`config.mk`:
```
export PLATFORM = sky130hd
export DESIGN_NAME = mips32r2_tlb_op_ctrl
export DESIGN_NICKNAME = d
export VERILOG_FILES = /design/src/rtl/mips32r2_tlb_op_ctrl.sv
export SDC_FILE = /design/constraint.sdc
export NUM_CORES = 1
export LEC_CHECK = 0
export BUFFER_PORTS_ARGS = -buffer_cell sky130_fd_sc_hd__buf_2
export CAP_MARGIN = 20
export CORE_AREA = 2 2 167 169
export CTS_CLUSTER_SIZE = 28
export DETAILED_ROUTE_END_ITERATION = 8
export DIE_AREA = 0 0 169 171
export GPL_ROUTABILITY_DRIVEN = 0
export SETUP_SLACK_MARGIN = 0.02
export SLEW_MARGIN = 20
export SYNTH_ARGS = -nofsm -noshare
export SYNTH_HDL_FRONTEND = slang
export SYNTH_SLANG_ARGS = --single-unit
```
`constraint.sdc`:
```
create_clock -name clk_i -period 2.08 [get_ports clk_i]
set_input_delay 0.416 -clock clk_i [delete_from_list [all_inputs] [get_ports clk_i]]
set_output_delay 0.416 -clock clk_i [all_outputs]
set_load 0.02 [all_outputs]
```
`src/rtl/mips32r2_tlb_op_ctrl.sv`:
```
// Sequences one CP0 TLB instruction (TLBR/TLBWI/TLBWR/TLBP) onto a group-rotating TLB
// and owns the CP0 Random counter. Optional multi-hit detection: MIPS32R2_TLB_MULTIHIT_EN.
module mips32r2_tlb_op_ctrl #(
  parameter int unsigned ENTRIES    = 64,
  parameter int unsigned GROUP_SIZE = 4,
  parameter int unsigned EntryW     = 80,  // width of the packed TLBEntry
  localparam int unsigned IW        = $clog2(ENTRIES)
) (
  input  logic              clk_i,
  input  logic              rst_ni,
  input  logic              req_valid_i,
  output logic              req_ready_o,
  input  logic [1:0]        req_op_i,
  input  logic [IW-1:0]     req_index_i,
  input  logic [EntryW-1:0] req_entry_i,
  input  logic [18:0]       req_vpn2_i,
  input  logic [7:0]        req_asid_i,
  input  logic [IW-1:0]     wired_i,
  input  logic              wired_we_i,
  output logic [IW-1:0]     random_o,
  output logic [IW-1:0]     tlb_r_index_o,
  input  logic              tlb_r_ready_i,
  input  logic [EntryW-1:0] tlb_r_resp_i,
  output logic              tlb_w_valid_o,
  output logic [IW-1:0]     tlb_w_index_o,
  output logic [EntryW-1:0] tlb_w_data_o,
  input  logic              tlb_w_ready_i,
  output logic [18:0]       tlb_p_ivpn2_o,
  output logic [7:0]        tlb_p_iasid_o,
  input  logic              tlb_p_ready_i,
  input  logic [IW-1:0]     tlb_p_index_i,
  output logic              resp_valid_o,
  output logic [1:0]        resp_op_o,
  output logic [IW-1:0]     resp_index_o,
  output logic [EntryW-1:0] resp_entry_o,
  output logic              resp_probe_miss_o
`ifdef MIPS32R2_TLB_MULTIHIT_EN
  ,
  output logic              resp_multihit_o
`endif
);

  localparam int unsigned NG = ENTRIES / GROUP_SIZE;
  localparam int unsigned SW = $clog2(NG) + 1;
  localparam logic [IW-1:0] IdxMax   = IW'(ENTRIES - 1);
  localparam logic [SW-1:0] ScntLast = SW'(NG - 1);

  localparam logic [1:0] OpTlbr  = 2'd0;
  localparam logic [1:0] OpTlbwi = 2'd1;
  localparam logic [1:0] OpTlbwr = 2'd2;

  typedef enum logic [2:0] {StIdle, StRead, StWrite, StProbe, StResp} state_e;

  state_e              state_q, state_d;
  logic [IW-1:0]       random_q, random_d;
  logic [IW-1:0]       r_index_q, r_index_d;
  logic                w_valid_q, w_valid_d;
  logic [IW-1:0]       w_index_q, w_index_d;
  logic [EntryW-1:0]   w_data_q, w_data_d;
  logic [18:0]         p_ivpn2_q, p_ivpn2_d;
  logic [7:0]          p_iasid_q, p_iasid_d;
  logic [SW-1:0]       scnt_q, scnt_d;
  logic                resp_valid_q, resp_valid_d;
  logic [1:0]          resp_op_q, resp_op_d;
  logic [IW-1:0]       resp_index_q, resp_index_d;
  logic [EntryW-1:0]   resp_entry_q, resp_entry_d;
  logic                resp_miss_q, resp_miss_d;
`ifdef MIPS32R2_TLB_MULTIHIT_EN
  logic [1:0]          hit_cnt_q, hit_cnt_d;  // saturates at 2
  logic                multihit_q, multihit_d;
`endif

  // Random walks down from ENTRIES-1 to Wired, then wraps.
  always_comb begin
    random_d = random_q - IW'(1);
    if (wired_we_i || (wired_i == IdxMax) || (random_q <= wired_i)) begin
      random_d = IdxMax;
    end
  end

  always_comb begin
    state_d      = state_q;
    r_index_d    = r_index_q;
    w_valid_d    = w_valid_q;
    w_index_d    = w_index_q;
    w_data_d     = w_data_q;
    p_ivpn2_d    = p_ivpn2_q;
    p_iasid_d    = p_iasid_q;
    scnt_d       = scnt_q;
    resp_valid_d = 1'b0;
    resp_op_d    = resp_op_q;
    resp_index_d = resp_index_q;
    resp_entry_d = resp_entry_q;
    resp_miss_d  = resp_miss_q;
`ifdef MIPS32R2_TLB_MULTIHIT_EN
    hit_cnt_d    = hit_cnt_q;
    multihit_d   = multihit_q;
`endif
    unique case (state_q)
      StIdle: begin
        if (req_valid_i) begin
          scnt_d       = '0;
          resp_op_d    = req_op_i;
          resp_index_d = '0;
          resp_entry_d = '0;
          resp_miss_d  = 1'b0;
`ifdef MIPS32R2_TLB_MULTIHIT_EN
          hit_cnt_d    = 2'd0;
          multihit_d   = 1'b0;
`endif
          unique case (req_op_i)
            OpTlbr: begin
              r_index_d    = req_index_i;
              resp_index_d = req_index_i;
              state_d      = StRead;
            end
            OpTlbwi, OpTlbwr: begin
              // TLBWR takes the pre-update Random of this very cycle.
              w_index_d    = (req_op_i == OpTlbwr) ? random_q : req_index_i;
              resp_index_d = (req_op_i == OpTlbwr) ? random_q : req_index_i;
              w_data_d     = req_entry_i;
              w_valid_d    = 1'b1;
              state_d      = StWrite;
            end
            default: begin
              p_ivpn2_d = req_vpn2_i;
              p_iasid_d = req_asid_i;
              state_d   = StProbe;
            end
          endcase
        end
      end
      StRead: begin
        if (tlb_r_ready_i) begin
          resp_entry_d = tlb_r_resp_i;
          resp_valid_d = 1'b1;
          state_d      = StResp;
        end
      end
      StWrite: begin
        if (tlb_w_ready_i) begin
          w_valid_d    = 1'b0;
          resp_valid_d = 1'b1;
          state_d      = StResp;
        end
      end
      StProbe: begin
        scnt_d = scnt_q + SW'(1);
`ifdef MIPS32R2_TLB_MULTIHIT_EN
        if (tlb_p_ready_i) begin
          if (hit_cnt_q == 2'd0) resp_index_d = tlb_p_index_i;
          if (hit_cnt_q != 2'd2) hit_cnt_d = hit_cnt_q + 2'd1;
        end
        if (scnt_q == ScntLast) begin
          resp_valid_d = 1'b1;
          state_d      = StResp;
          multihit_d   = (hit_cnt_d == 2'd2);
          if (hit_cnt_d == 2'd0) begin
            resp_miss_d  = 1'b1;
            resp_index_d = '0;
          end
        end
`else
        if (tlb_p_ready_i) begin
          resp_index_d = tlb_p_index_i;
          resp_miss_d  = 1'b0;
          resp_valid_d = 1'b1;
          state_d      = StResp;
        end else if (scnt_q == ScntLast) begin
          resp_index_d = '0;
          resp_miss_d  = 1'b1;
          resp_valid_d = 1'b1;
          state_d      = StResp;
        end
`endif
      end
      StResp:  state_d = StIdle;
      default: state_d = StIdle;
    endcase
  end

  always_ff @(posedge clk_i or negedge rst_ni) begin
    if (!rst_ni) begin
      state_q      <= StIdle;
      random_q     <= IdxMax;
      r_index_q    <= '0;
      w_valid_q    <= 1'b0;
      w_index_q    <= '0;
      w_data_q     <= '0;
      p_ivpn2_q    <= '0;
      p_iasid_q    <= '0;
      scnt_q       <= '0;
      resp_valid_q <= 1'b0;
      resp_op_q    <= '0;
      resp_index_q <= '0;
      resp_entry_q <= '0;
      resp_miss_q  <= 1'b0;
`ifdef MIPS32R2_TLB_MULTIHIT_EN
      hit_cnt_q    <= 2'd0;
      multihit_q   <= 1'b0;
`endif
    end else begin
      state_q      <= state_d;
      random_q     <= random_d;
      r_index_q    <= r_index_d;
      w_valid_q    <= w_valid_d;
      w_index_q    <= w_index_d;
      w_data_q     <= w_data_d;
      p_ivpn2_q    <= p_ivpn2_d;
      p_iasid_q    <= p_iasid_d;
      scnt_q       <= scnt_d;
      resp_valid_q <= resp_valid_d;
      resp_op_q    <= resp_op_d;
      resp_index_q <= resp_index_d;
      resp_entry_q <= resp_entry_d;
      resp_miss_q  <= resp_miss_d;
`ifdef MIPS32R2_TLB_MULTIHIT_EN
      hit_cnt_q    <= hit_cnt_d;
      multihit_q   <= multihit_d;
`endif
    end
  end

  assign req_ready_o       = (state_q == StIdle);
  assign random_o          = random_q;
  assign tlb_r_index_o     = r_index_q;
  assign tlb_w_valid_o     = w_valid_q;
  assign tlb_w_index_o     = w_index_q;
  assign tlb_w_data_o      = w_data_q;
  assign tlb_p_ivpn2_o     = p_ivpn2_q;
  assign tlb_p_iasid_o     = p_iasid_q;
  assign resp_valid_o      = resp_valid_q;
  assign resp_op_o         = resp_op_q;
  assign resp_index_o      = resp_index_q;
  assign resp_entry_o      = resp_entry_q;
  assign resp_probe_miss_o = resp_miss_q;
`ifdef MIPS32R2_TLB_MULTIHIT_EN
  assign resp_multihit_o   = multihit_q;
`endif

endmodule

```
== Word-level counts from Yosys, hierarchy flattened ==
Index checks and enable logic that the tools add are counted.

* Word-level logic and storage cells: 80
* Flip-flop bits (word level): 224
* Input bits: 214

* $add $sub $neg: 2
* Mux-type cells: 32
* $lt $le $gt $ge: 1
* Reductions and logical operators: 18
* Bitwise gates (word level): 1
* Equal/unequal tests: 12

{| class="wikitable"
|+ Operators by type and width
! operator !! count
|-
| 2-to-1 mux 80 bit || 2
|-
| case mux 80 bit (2 select lines) || 1
|-
| 2-to-1 mux 6 bit || 5
|-
| case mux 6 bit (2 select lines) || 2
|-
| 2-to-1 mux 3 bit || 5
|-
| AND reduction 3 bit || 5
|-
| case mux 3 bit (4 select lines) || 1
|-
| 2-to-1 mux 1 bit || 10
|-
| case mux 5 bit (2 select lines) || 1
|-
| AND reduction 4 bit || 2
|-
| equality test 3 x 2 -> 1 bit (second input constant) || 2
|-
| equality test 6 bit (second input constant) || 1
|-
| <= comparator 6 bit || 1
|-
| != test 2 bit (second input constant) || 3
|-
| nonzero test 2 bit || 3
|-
| subtractor 6 x 1 -> 6 bit (second input constant) || 1
|-
| adder 5 x 1 -> 5 bit (second input constant) || 1
|-
| equality test 5 x 4 -> 1 bit (second input constant) || 1
|-
| 2-to-1 mux 5 bit || 1
|-
| case mux 1 bit (2 select lines) || 2
|-
| case mux 2 bit (2 select lines) || 1
|-
| AND reduction 2 bit || 2
|-
| equality test 3 x 1 -> 1 bit (second input constant) || 1
|-
| zero test 3 bit || 1
|-
| other kinds (10) || 11
|}

== Longest topological paths before layout ==
* Depth after elaboration: 5
* Mapped depth: 8
* Mapped depth without buffers: 7

== Worst setup path after synthesis ==
No wires, ideal clock.

* Path type: register to register
* Start: reg state_q[0]
* End: reg w_data_q[0], in the netlist tlb_w_data_o[0]
* Slack: 0.294 ns
* Clock period less this slack: 1.786 ns
* Required time: 1.955 ns
* Buffers on the path: 3
* Cell stages (with the launch flop): 7
* Arrival time: 1.661 ns
* Path through: dfrtp_1 -> buf_2 -> nor4b_4 -> nand2_1 -> buf_4 -> buf_6 -> mux2_4

* Longest elaborated chain between the ends: 2

{| class="wikitable"
|+ Ends and longest elaborated chain
! element !! RTL line !! source
|-
| start, declared || 54 || <nowiki>state_e state_q, state_d;</nowiki>
|-
| start signal, assigned || 184 || <nowiki>state_q <= StIdle;</nowiki>
|-
| start signal, assigned || 203 || <nowiki>state_q <= state_d;</nowiki>
|-
| zero test 3 bit || 99 || <nowiki>unique case (state_q)</nowiki>
|-
| AND reduction 3 bit (no line) || -- ||
|-
| end signal, assigned || 208 || <nowiki>w_data_q <= w_data_d;</nowiki>
|-
| end, declared || 59 || <nowiki>logic [EntryW-1:0] w_data_q, w_data_d;</nowiki>
|}

No other way between the ends.
A chain may end at the register's enable or synchronous reset.

== Worst setup path after layout ==
* Start: reg state_q[0]
* End: out req_ready_o

* Longest elaborated chain between the ends: 1

{| class="wikitable"
|+ Ends and longest elaborated chain
! element !! RTL line !! source
|-
| zero test 3 bit || 224 || <nowiki>assign req_ready_o = (state_q == StIdle);</nowiki>
|-
| end, declared || 12 || <nowiki>output logic req_ready_o,</nowiki>
|}

No other way between the ends.

==> summary.md <==
| Metric | Value |
|---|---|
| Seq/Total Area, Yosys | `0.5999` |
| Minimum clock period | `between 1.5 and 2 ns` |
| CP endpoint kind | `primary output` |
| Crit path largest cell delay | `around 0.40 ns` |
| Synth cell types | `39` |
| Worst-Skew Late Latency | `roughly 0.52 ns` |
| Worst VDD drop | `between 500 and 600 uV` |
| CP max-delay cell | `dfrtp_1` |
| WL final | `around 27 mm` |
| Mapped Area | `around 9400 um2` |
| Residual DRC | `0` |
| Synth Area in XOR/XNOR | `0.004680` |
| Slew Limit Fails | `0` |
| Vias in the first global route | `around 7.5k` |
| Final period utilization | `0.9189` |
| CTS H-Tree Depth | `1` |
| Non-filler cells, final | `1594` |
| Worst hold path class | `in -> reg` |
| Clock root buffer | `clkbuf_16` |
| Status | `finished, final reports clean` |
| Post-CTS setup buffer count | `0` |
| CTS tree | `built` |
| Worst-case reg-to-reg path depth | `4` |
| Synth Register Bits | `roughly 220` |
| Initial core utilization | `0.3424` |
| CP max FO | `9` |
| CTS sink cnt | `between 200 and 250` |
| Mux cell area share after synthesis | `0.1744` |
| Yosys warns | `0` |
| Worst clock skew | `0.007800 ns` |
| First-iteration detailed-routing DRC count | `approximately 320` |
| First-pass GRT wire length | `a little over 40 mm` |
| Mapped Cells | `approximately 780` |
| Die W | `approximately 170 um` |
| Remaining antenna violation count | `0` |
| Critical path data required time | `about 1.7 ns` |
| DP Cell Count | `roughly 1.5k` |
| Setup TNS | `0 ns` |
| Io pins | `431` |
| Die Ht | `171 um` |
| EDFF count, synth | `0` |
| RSZ-0062 raised after global routing | `no` |
| Startpoint Class | `register` |
| Largest family of logic cells by synthesized area | `multiplexers` |
| Pwr Total | `between 20 and 25 mW` |
| Vias | `7431` |
| Vias/cell | `around 4.7` |
| HP Start | `req_vpn2_i[0]` |
| Net count after synthesis | `slightly above 1k` |
| Reg2reg start | `state_q[0]` |
| CTS Buf Count | `26` |
| Final hold violations | `0` |
| Crit path cell chain | `buf_4, nor3_1, buf_2` |
| Most common cell in the netlist | `dfrtp_1` |
| Max-cap violation count | `0` |
| Layout area overhead | `39.86%` |
| FP Rows | `between 60 and 70` |
| CTS Buffer Depth | `3` |
| Post-layout net count | `between 1k and 1.5k` |
| Core box area | `about 27000 um2` |
| Final HPWL DP | `roughly 20 mm` |
| FMAX | `between 500 and 600 MHz` |
| Post-DR wirelength/cell | `approximately 17 um` |
| Final setup violation count | `0` |
| First-pass DRT Iterations | `5` |
| Slew margin rel. | `0.6817` |
| Yosys top cell by area | `dfrtp_1` |
| Share of cells above drive strength 1 | `0.5108` |
| Grt ovf | `0` |
| Post-Synth Adder-Cell Area | `0.01738` |
| Largest cells by area after synthesis | `dfrtp_1, mux2_4, nand2_1` |
| Critical Path AT | `roughly 1.5 ns` |
| Initial antenna violation count | `2` |
| Main synth FF type | `dfrtp_1` |
| Pleak | `about 7.3 nW` |
| PD cells | `1561 nW/um2` |
| Top-area cell type share of the netlist area | `0.5830` |
| Tightest Pin Transition | `0.4755 ns` |
| DIE AREA | `approximately 29000 um2` |
| RR Endpoint | `tlb_w_data_o[70]` |
| Util after Layout | `0.4789` |
| Synth Area in Compound Gates | `0.02795` |
| Clk pin slew, worst setup/hold paths | `~0.06 ns` |
| GRT Total Usage | `0.1765` |
| Average size of a mapped cell | `11.98 um2` |
| IO Port Bufs | `430` |
| Type of the worst setup path | `reg -> out` |
| WHS Endpoint | `tlb_p_ivpn2_o[0]` |
| Largest net degree at the start of global routing | `81` |
| Top cells by count, synth | `dfrtp_1, nand2_1, nand3_1` |
| WHS | `roughly 0.11 ns` |
| Hold depth | `2` |
| Simple-gate portion of the synthesized area | `0.1459` |
| Asr flop ratio synth | `1.000` |
| R2r setup slk | `0.21 ns` |
==> logic make-up after synthesis <==
| logic type | after synthesis |
|---|---|
| AOI/OAI and AO/OA | 43 |
| muxes | 123 |
| xor gates and xnor gates | 5 |
| DFF | 224 |
| adders and majority gates | 13 |
| buffers and inverters | 55 |
| and+or+nand+nor | 318 |
==> critical path: cells and delay by family (launching register included) <==
family,cells,cell delay [ns]
simple gates,1,0.18
flops,1,0.40
buf+inv,2,0.39
==> layout by cell type, fill, tap and decap left out, types with 2 or more instances in the layout <==
cell type	instances
inv_1	10
nand3b_1	2
and2_0	2
buf_12	11
nor2_1	19
buf_2	429
dfrtp_1	218
mux2i_1	7
a31oi_1	7
a21o_1	7
xor2_1	3
mux2_4	68
mux2_2	47
nand3_1	82
ha_1	13
nor3_1	2
nand4_1	2
clkbuf_8	10
nor2b_1	2
clkbuf_16	27
dfstp_2	6
o21ai_0	18
nand2_1	197
buf_4	22
bufinv_16	4
a21oi_1	4
xnor2_1	2
clkinv_2	5
o21bai_1	2
==> registers in the layout (all words and copies together), names as in the netlist <==
signal and cells:
tlb_w_valid_o 1, tlb_p_iasid_o 8, resp_entry_o 80, tlb_p_ivpn2_o 19, tlb_r_index_o 6, random_o 6, resp_probe_miss_o 1, scnt_q 5
resp_valid_o 1, resp_op_o 2, tlb_w_index_o 6, state_q 3, tlb_w_data_o 80, resp_index_o 6
==> worst max-delay path by stage <==
| stage | from | endpoint |
|---|---|---|
| finish | state_q[0] | req_ready_o |
| CTS | state_q[0] | req_ready_o |
| global route | state_q[0] | req_ready_o |
| detailed placement | req_op_i[0] | tlb_w_data_o[72] |
| floorplan | state_q[0] | tlb_w_data_o[0] |
| global placement | req_op_i[0] | tlb_w_data_o[76] |
==> timing repair <==
action	in CTS	in global routing
endpoints found under the hold margin	43	0
hold buffers	1	0
resized for setup	0	0
==> stage by stage <==
stage,setup slack (ns),cell area (um2)
after floorplan,0.2937,9356
after global placement,0.1343,12110
after detailed placement,0.09252,12110
after CTS,0.1265,13080
after global routing,0.07222,13090
final,0.1687,13090
==> where the power goes <==
group	internal, mW	switching, mW
combinational	3.46	4.93
clock	3.20	1.79
sequential	6.12	0.935
==> cell type report <==
class | instances | area, um2
repair buffers | 464 | 2557
well taps | 346 | 432.9
clock inverters | 9 | 145.1
multi-input cells | 502 | 3481
inverters | 10 | 37.54
flip-flops and latches | 224 | 5613
fillers | 2578 | 14240
diodes | 1 | 2.502
clock buffers | 38 | 817.0
==> routing by layer <==
metal  vias up  share of wire  track usage
met2       307           0.49       0.3072
met3        32          0.097      0.05690
met5         -        0.00041            0
met1      3578           0.40       0.2143
li1       3512              -            -
met4         2          0.014      0.03902
No activity file was read; power rests on OpenSTA's default activity.
